===== config.mk =====
export PLATFORM = sky130hd
export DESIGN_NAME = acs_unit_flat
export DESIGN_NICKNAME = d
export VERILOG_FILES = /design/src/rtl/acs_unit_if.sv /design/src/rtl/acs_unit.sv /design/src/flat_wrapper.sv
export SDC_FILE = /design/constraint.sdc
export NUM_CORES = 1
export LEC_CHECK = 0
export ABC_AREA = 1
export BUFFER_PORTS_ARGS = -buffer_cell sky130_fd_sc_hd__clkbuf_2
export CAP_MARGIN = 30
export CORE_UTILIZATION = 40
export CTS_CLUSTER_SIZE = 12
export DETAILED_ROUTE_END_ITERATION = 8
export PLACE_DENSITY = 0.61
export REMOVE_ABC_BUFFERS = 1
export SETUP_SLACK_MARGIN = 0.4
export SLEW_MARGIN = 10
export SYNTH_ARGS = -nofsm -noshare
export SYNTH_HDL_FRONTEND = slang
export SYNTH_SLANG_ARGS = --single-unit

===== constraint.sdc =====
create_clock -name clk -period 12.9 [get_ports clk]
set_input_delay 0.645 -clock clk [delete_from_list [all_inputs] [get_ports clk]]
set_output_delay 0.645 -clock clk [all_outputs]
set_load 0.005 [all_outputs]

===== src/rtl/acs_unit_if.sv =====
// Symbol-in / decision-out bundle of the Viterbi add-compare-select stage.
// The master drives received symbols; the slave (acs_unit) returns the
// survivor decisions and traceback start state for path memory.
interface acs_unit_if;
  logic [1:0] sym;
  logic       sym_valid;
  logic       sym_first;
  logic       sym_erase;
  logic [3:0] ACS;
  logic [1:0] control;
  logic       dec_valid;
  logic       norm;

  modport master (
    output sym, sym_valid, sym_first, sym_erase,
    input  ACS, control, dec_valid, norm
  );

  modport slave (
    input  sym, sym_valid, sym_first, sym_erase,
    output ACS, control, dec_valid, norm
  );
endinterface


===== src/rtl/acs_unit.sv =====
// Add-compare-select for the K=3, rate-1/2 hard-decision Viterbi decoder
// (generators 7,5 octal). One symbol per accepted cycle; all outputs are
// registered with one cycle of latency.
// Optional feature macro: VIT_ERASURE_EN -- when defined, an erased symbol
// zeroes every branch metric; when undefined, sym_erase is ignored.
module acs_unit #(
  parameter int MW     = 4,
  parameter int INIT_M = 3
) (
  input logic       clk,
  input logic       reset,
  acs_unit_if.slave bus
);

  typedef logic [MW-1:0] metric_t;

  metric_t [3:0] pm_q;
  metric_t [3:0] pm_init;
  metric_t [3:0] pm_base;
  metric_t [3:0] cand0;
  metric_t [3:0] cand1;
  metric_t [3:0] pm_sel;
  metric_t [3:0] pm_new;
  metric_t       min_val;
  logic    [3:0] dec;
  logic    [3:0] msb;
  logic          all_hi;
  logic    [1:0] min_idx;
  logic          erase;

  logic    [3:0] acs_q;
  logic    [1:0] control_q;
  logic          dec_valid_q;
  logic          norm_q;

`ifdef VIT_ERASURE_EN
  assign erase = bus.sym_erase;
`else
  assign erase = 1'b0;
`endif

  // Frame start: state 0 is the known encoder start, others are penalised.
  assign pm_init = {metric_t'(INIT_M), metric_t'(INIT_M), metric_t'(INIT_M), metric_t'(0)};

  // Hamming distance between the received symbol and the encoder output
  // on the branch from predecessor {n[0], p_lsb} into next state n.
  function automatic metric_t branch_metric(input logic [1:0] n, input logic p_lsb,
                                            input logic [1:0] s, input logic er);
    logic       u;
    logic [1:0] p;
    logic [1:0] x;
    u = n[1];
    p = {n[0], p_lsb};
    x = s ^ {u ^ p[1] ^ p[0], u ^ p[0]};
    return er ? metric_t'(0) : metric_t'(x[1]) + metric_t'(x[0]);
  endfunction

  // Add and compare for each next state; ties keep the even predecessor.
  always_comb begin
    pm_base = bus.sym_first ? pm_init : pm_q;
    cand0   = '0;
    cand1   = '0;
    dec     = '0;
    pm_sel  = '0;
    msb     = '0;
    for (int n = 0; n < 4; n++) begin
      cand0[n]  = pm_base[{n[0], 1'b0}] + branch_metric(2'(n), 1'b0, bus.sym, erase);
      cand1[n]  = pm_base[{n[0], 1'b1}] + branch_metric(2'(n), 1'b1, bus.sym, erase);
      dec[n]    = cand1[n] < cand0[n];
      pm_sel[n] = dec[n] ? cand1[n] : cand0[n];
      msb[n]    = pm_sel[n][MW-1];
    end
  end

  // Normalise by dropping the top bit once every metric has it set, then
  // pick the minimum, lowest index winning ties.
  always_comb begin
    all_hi = &msb;
    pm_new = pm_sel;
    if (all_hi) begin
      for (int n = 0; n < 4; n++) begin
        pm_new[n][MW-1] = 1'b0;
      end
    end
    min_idx = 2'd0;
    min_val = pm_new[0];
    for (int n = 1; n < 4; n++) begin
      if (pm_new[n] < min_val) begin
        min_val = pm_new[n];
        min_idx = 2'(n);
      end
    end
  end

  // Register metrics and decisions on accepted symbols; reset wins.
  always_ff @(posedge clk) begin
    if (reset) begin
      pm_q        <= pm_init;
      acs_q       <= '0;
      control_q   <= '0;
      dec_valid_q <= 1'b0;
      norm_q      <= 1'b0;
    end else if (bus.sym_valid) begin
      pm_q        <= pm_new;
      acs_q       <= dec;
      control_q   <= min_idx;
      dec_valid_q <= 1'b1;
      norm_q      <= all_hi;
    end else begin
      dec_valid_q <= 1'b0;
      norm_q      <= 1'b0;
    end
  end

  assign bus.ACS       = acs_q;
  assign bus.control   = control_q;
  assign bus.dec_valid = dec_valid_q;
  assign bus.norm      = norm_q;

endmodule

===== src/flat_wrapper.sv =====
// flat-port wrapper written by rule: the top's interface ports become plain ports
module acs_unit_flat 
#(
  parameter int MW     = 4,
  parameter int INIT_M = 3
)
  (clk, reset, bus_sym, bus_sym_valid, bus_sym_first, bus_sym_erase, bus_ACS, bus_control, bus_dec_valid, bus_norm);
  acs_unit_if bus_i ();
  input logic clk;
  input logic reset;
  input wire logic [$bits(bus_i.sym)-1:0] bus_sym;
  input wire logic [$bits(bus_i.sym_valid)-1:0] bus_sym_valid;
  input wire logic [$bits(bus_i.sym_first)-1:0] bus_sym_first;
  input wire logic [$bits(bus_i.sym_erase)-1:0] bus_sym_erase;
  output wire logic [$bits(bus_i.ACS)-1:0] bus_ACS;
  output wire logic [$bits(bus_i.control)-1:0] bus_control;
  output wire logic [$bits(bus_i.dec_valid)-1:0] bus_dec_valid;
  output wire logic [$bits(bus_i.norm)-1:0] bus_norm;
  assign bus_i.sym = bus_sym;
  assign bus_i.sym_valid = bus_sym_valid;
  assign bus_i.sym_first = bus_sym_first;
  assign bus_i.sym_erase = bus_sym_erase;
  assign bus_ACS = bus_i.ACS;
  assign bus_control = bus_i.control;
  assign bus_dec_valid = bus_i.dec_valid;
  assign bus_norm = bus_i.norm;
  acs_unit #(.MW(MW), .INIT_M(INIT_M)) u_core (.clk(clk), .reset(reset), .bus(bus_i));
endmodule

==> summary.md <==
| Metric | Value |
|---|---|
| Register-to-Register Path Depth | 29 |
| Hold path depth | 2 |
| Status | complete, no violations |
| Drt pass-1 iters | 4 |
| Cells after DPL | 442 |
| Post-Synthesis Cell Area | 0.00246 sq mm |
| DPL Wire Length | 4.52 mm |
| Layout cell share with drive strength beyond 1 | 0.103 |
| Diode count | 0 |
| Reg2Reg Setup Slack | 8.15 ns |
| Vias per inst | 4.89 |
| Clock Sink Count | 24 |
| Critical Path End Type | flop |
| Mapped Avg Cell Area | 6.81 sq um |
| Initial antenna violation count | 0 |
| Core area | 0.00592 sq mm |
| Final ANT Viol Nets | 0 |
| Clock buffer depth | 2 |
| Post-synth top area share | 0.229 |
| Finished Core Util | 0.444 |
| Routed length per placed instance | 12.3 microns |
| NumNets Final | 425 |
| Seq cells post-synth | 24 |
| Ports | 15 |
| Critical path's slowest cell | o21ai_0 |
| Internal | 0.256 mW |
| WL final | 5.46 mm |
| Clk network pwr share | 0.080 |
| Critical path class | input pin to flop |
| Buf+Inv Stages, Crit Path | 6 |
| Post-route setup slack | 7.65 ns |
| Largest net degree at the start of global routing | 24 |
| CP required | 13.10 ns |
| Detailed-route via count | 2174 |
| Starting Density | 0.415 |
| Synth cell count leaders | nand2_1, inv_1, ha_1, a21oi_1, o21ai_0 |
| Max incr delay on CP | 0.40 ns |
| Count leader, synth | nand2_1 |
| Reg power frac | 0.174 |
| Area contributors post-synth | ha_1, dfxtp_1, nand2_1 |
| Fin Clk Skew | 0.00139 ns |
| Post-Layout Cell Count | 445 |
| Post-cts resize count | 0 |
| Die Ht | 80.4 microns |
| Slew margin rel. | 0.576 |
| Post-synthesis cell count | 361 |
| Max VDD drop | 0.000161 V |
| Top FF cell, synth | dfxtp_1 |
| Congestion Overflow GR | 0 |
| Top cell type by total area after synthesis | ha_1 |
| Dpl ws | 7.39 ns |
| Worst path depth | 35 |
| Reg clk slew, reported paths | 0.08 ns |
| RSZ-0062 raised after global routing | false |
| Root buffer cell | clkbuf_8 |
| Final period util | 0.407 |
| Max-cap violations | 0 |
| Routability cong. | 0.818 |
| Layout area overhead | 7.08% |
| Fmax | 190 MHz |
| H-tree depth | 1 |
| Post-synth ARST share | 0 |
| Die ar. | 0.00646 sq mm |
| GRT Resource Usage Total | 0.186 |
| Clock Latency Late Sink | 0.26 ns |
| Synth unique cells | 29 |
| TNS Setup | 0 ns |
| WP data arrival | 5.45 ns |
| Combinational power share | 0.746 |
| Switch Pwr | 0.284 mW |
| Hold Slack | 0.471 ns |
| Max Transition Viols Final | 0 |
| Num CTS Buffers | 3 |
| Worst-margin pin slew | 0.636 ns |
| # DRC | 0 |
| Row count | 28 |
| Tmin final | 5.25 ns |
| Final Hold Fails | 0 |
| Setup-failing EPs final | 0 |
| HP Class | flop to flop |
| Post-CTS setup repair buffer count | 0 |
| I/O Buffers | 13 |
| Most used cell, CP | nand2_1 |
| Startpoint Class | input pin |
| CTS tree | done |
| DR iter-0 viols | 114 |
| Number of flops mapped to enable cells by yosys | 0 |
| Switching Share | 0.527 |
| Vias in the first global route | 2031 |
| First-pass GRT wire length | 9.28 mm |
| Sequential share of the synthesized area | 0.196 |
| Synth warn | 0 |
| Overall die width | 80.4 microns |
| LEAKAGE | 1.42 nW |
| Pwr Density | 205 mW/mm^2 |
| CTS Hold Bufs | 0 |
| CP delay by family, top | adder cells |
| Worst-path maximum fanout | 6 |
-- worst paths after layout --
kind	to	startpoint
worst max-delay path	u_core.bus.control[0]	bus_sym[0]
worst min-delay path	u_core.pm_q[8]	u_core.pm_q[8]
worst max register to register	u_core.bus.control[0]	u_core.pm_q[5]
worst min register to register	u_core.pm_q[8]	u_core.pm_q[8]
-- power groups by stage --
stage | registers (mW) | clock network [mW] | logic [mW]
after floorplan | 0.0951 | 0 | 0.321
after global placement | 0.0951 | 0 | 0.391
after detailed placement | 0.0956 | 0 | 0.401
after CTS | 0.0939 | 0.0448 | 0.403
after global routing | 0.0955 | 0.0485 | 0.477
final | 0.0939 | 0.0434 | 0.403
-- layout by cell type, fill, tap and decap left out --
master     n
a21boi_0   1
a21oi_1   36
a21oi_2    1
a31o_2     1
a31oi_1    4
and2_1     1
clkbuf_2  13
clkbuf_8   3
clkinv_1   1
dfxtp_1   24
fa_1       1
ha_1      45
inv_1     62
inv_2      4
nand2_1   65
nand2_2    7
nand2_4    4
nand3_1   14
nand3_2    1
nand3b_1   2
nor2_1    22
nor3_1     1
o211ai_1   1
o21a_1     4
o21ai_0   28
o21ai_1    3
o22ai_1    1
or2_2      4
xnor2_1    3
xor2_1    13
-- flip-flops by register name (all words and copies together) (netlist names) --
name and flops:
u_core.bus.ACS 4, u_core.bus.control 2, u_core.bus.dec_valid 1, u_core.bus.norm 1, u_core.pm_q 16
-- area by class of cell --
type / count / area (sq um)
clock buffer: 3 / 41.3
tap: 75 / 93.8
sequential: 24 / 480
multi-input combinational: 263 / 1700
fill: 599 / 3290
inverter: 67 / 251
timing repair buffer: 13 / 65.1
-- kinds of logic (layout without fill, tap and decap cells) --
kind of cell    count (synthesis)  after routing  synth area share
simple gates                  121            121             0.222
compound gates                 80             80             0.175
buf+inv                        74             83             0.113
fa+ha+maj                      46             46             0.237
flops                          24             24             0.196
xor+xnor                       16             16            0.0570
-- routing by layer --
metal / up-vias / global-route usage / routed length (microns)
met3: 9 / 0.0148 / 158
met4: 0 / 0.0571 / 83
li1: 1176 / - / -
met2: 35 / 0.299 / 2310
met1: 954 / 0.261 / 2910
met5: - / 0 / 0
-- metrics by stage --
stage | power [mW] | instance area [sq um]
floorplan | 0.416 | 2430
global placement | 0.486 | 2590
detailed placement | 0.496 | 2590
CTS | 0.542 | 2630
global route | 0.621 | 2630
finish | 0.540 | 2630
-- worst reg2reg max path, delay by kind of cell, from the launching register on --
kind,cells,cell delay (ns)
AO/OA/AOI/OAI,9,1.71
adder cells (fa/ha/maj),5,1.45
AND/OR/NAND/NOR,13,1.07
flip-flops,1,0.31
buffers and inverters,2,0.15
Note: power is estimated with default switching activity, not from simulation.
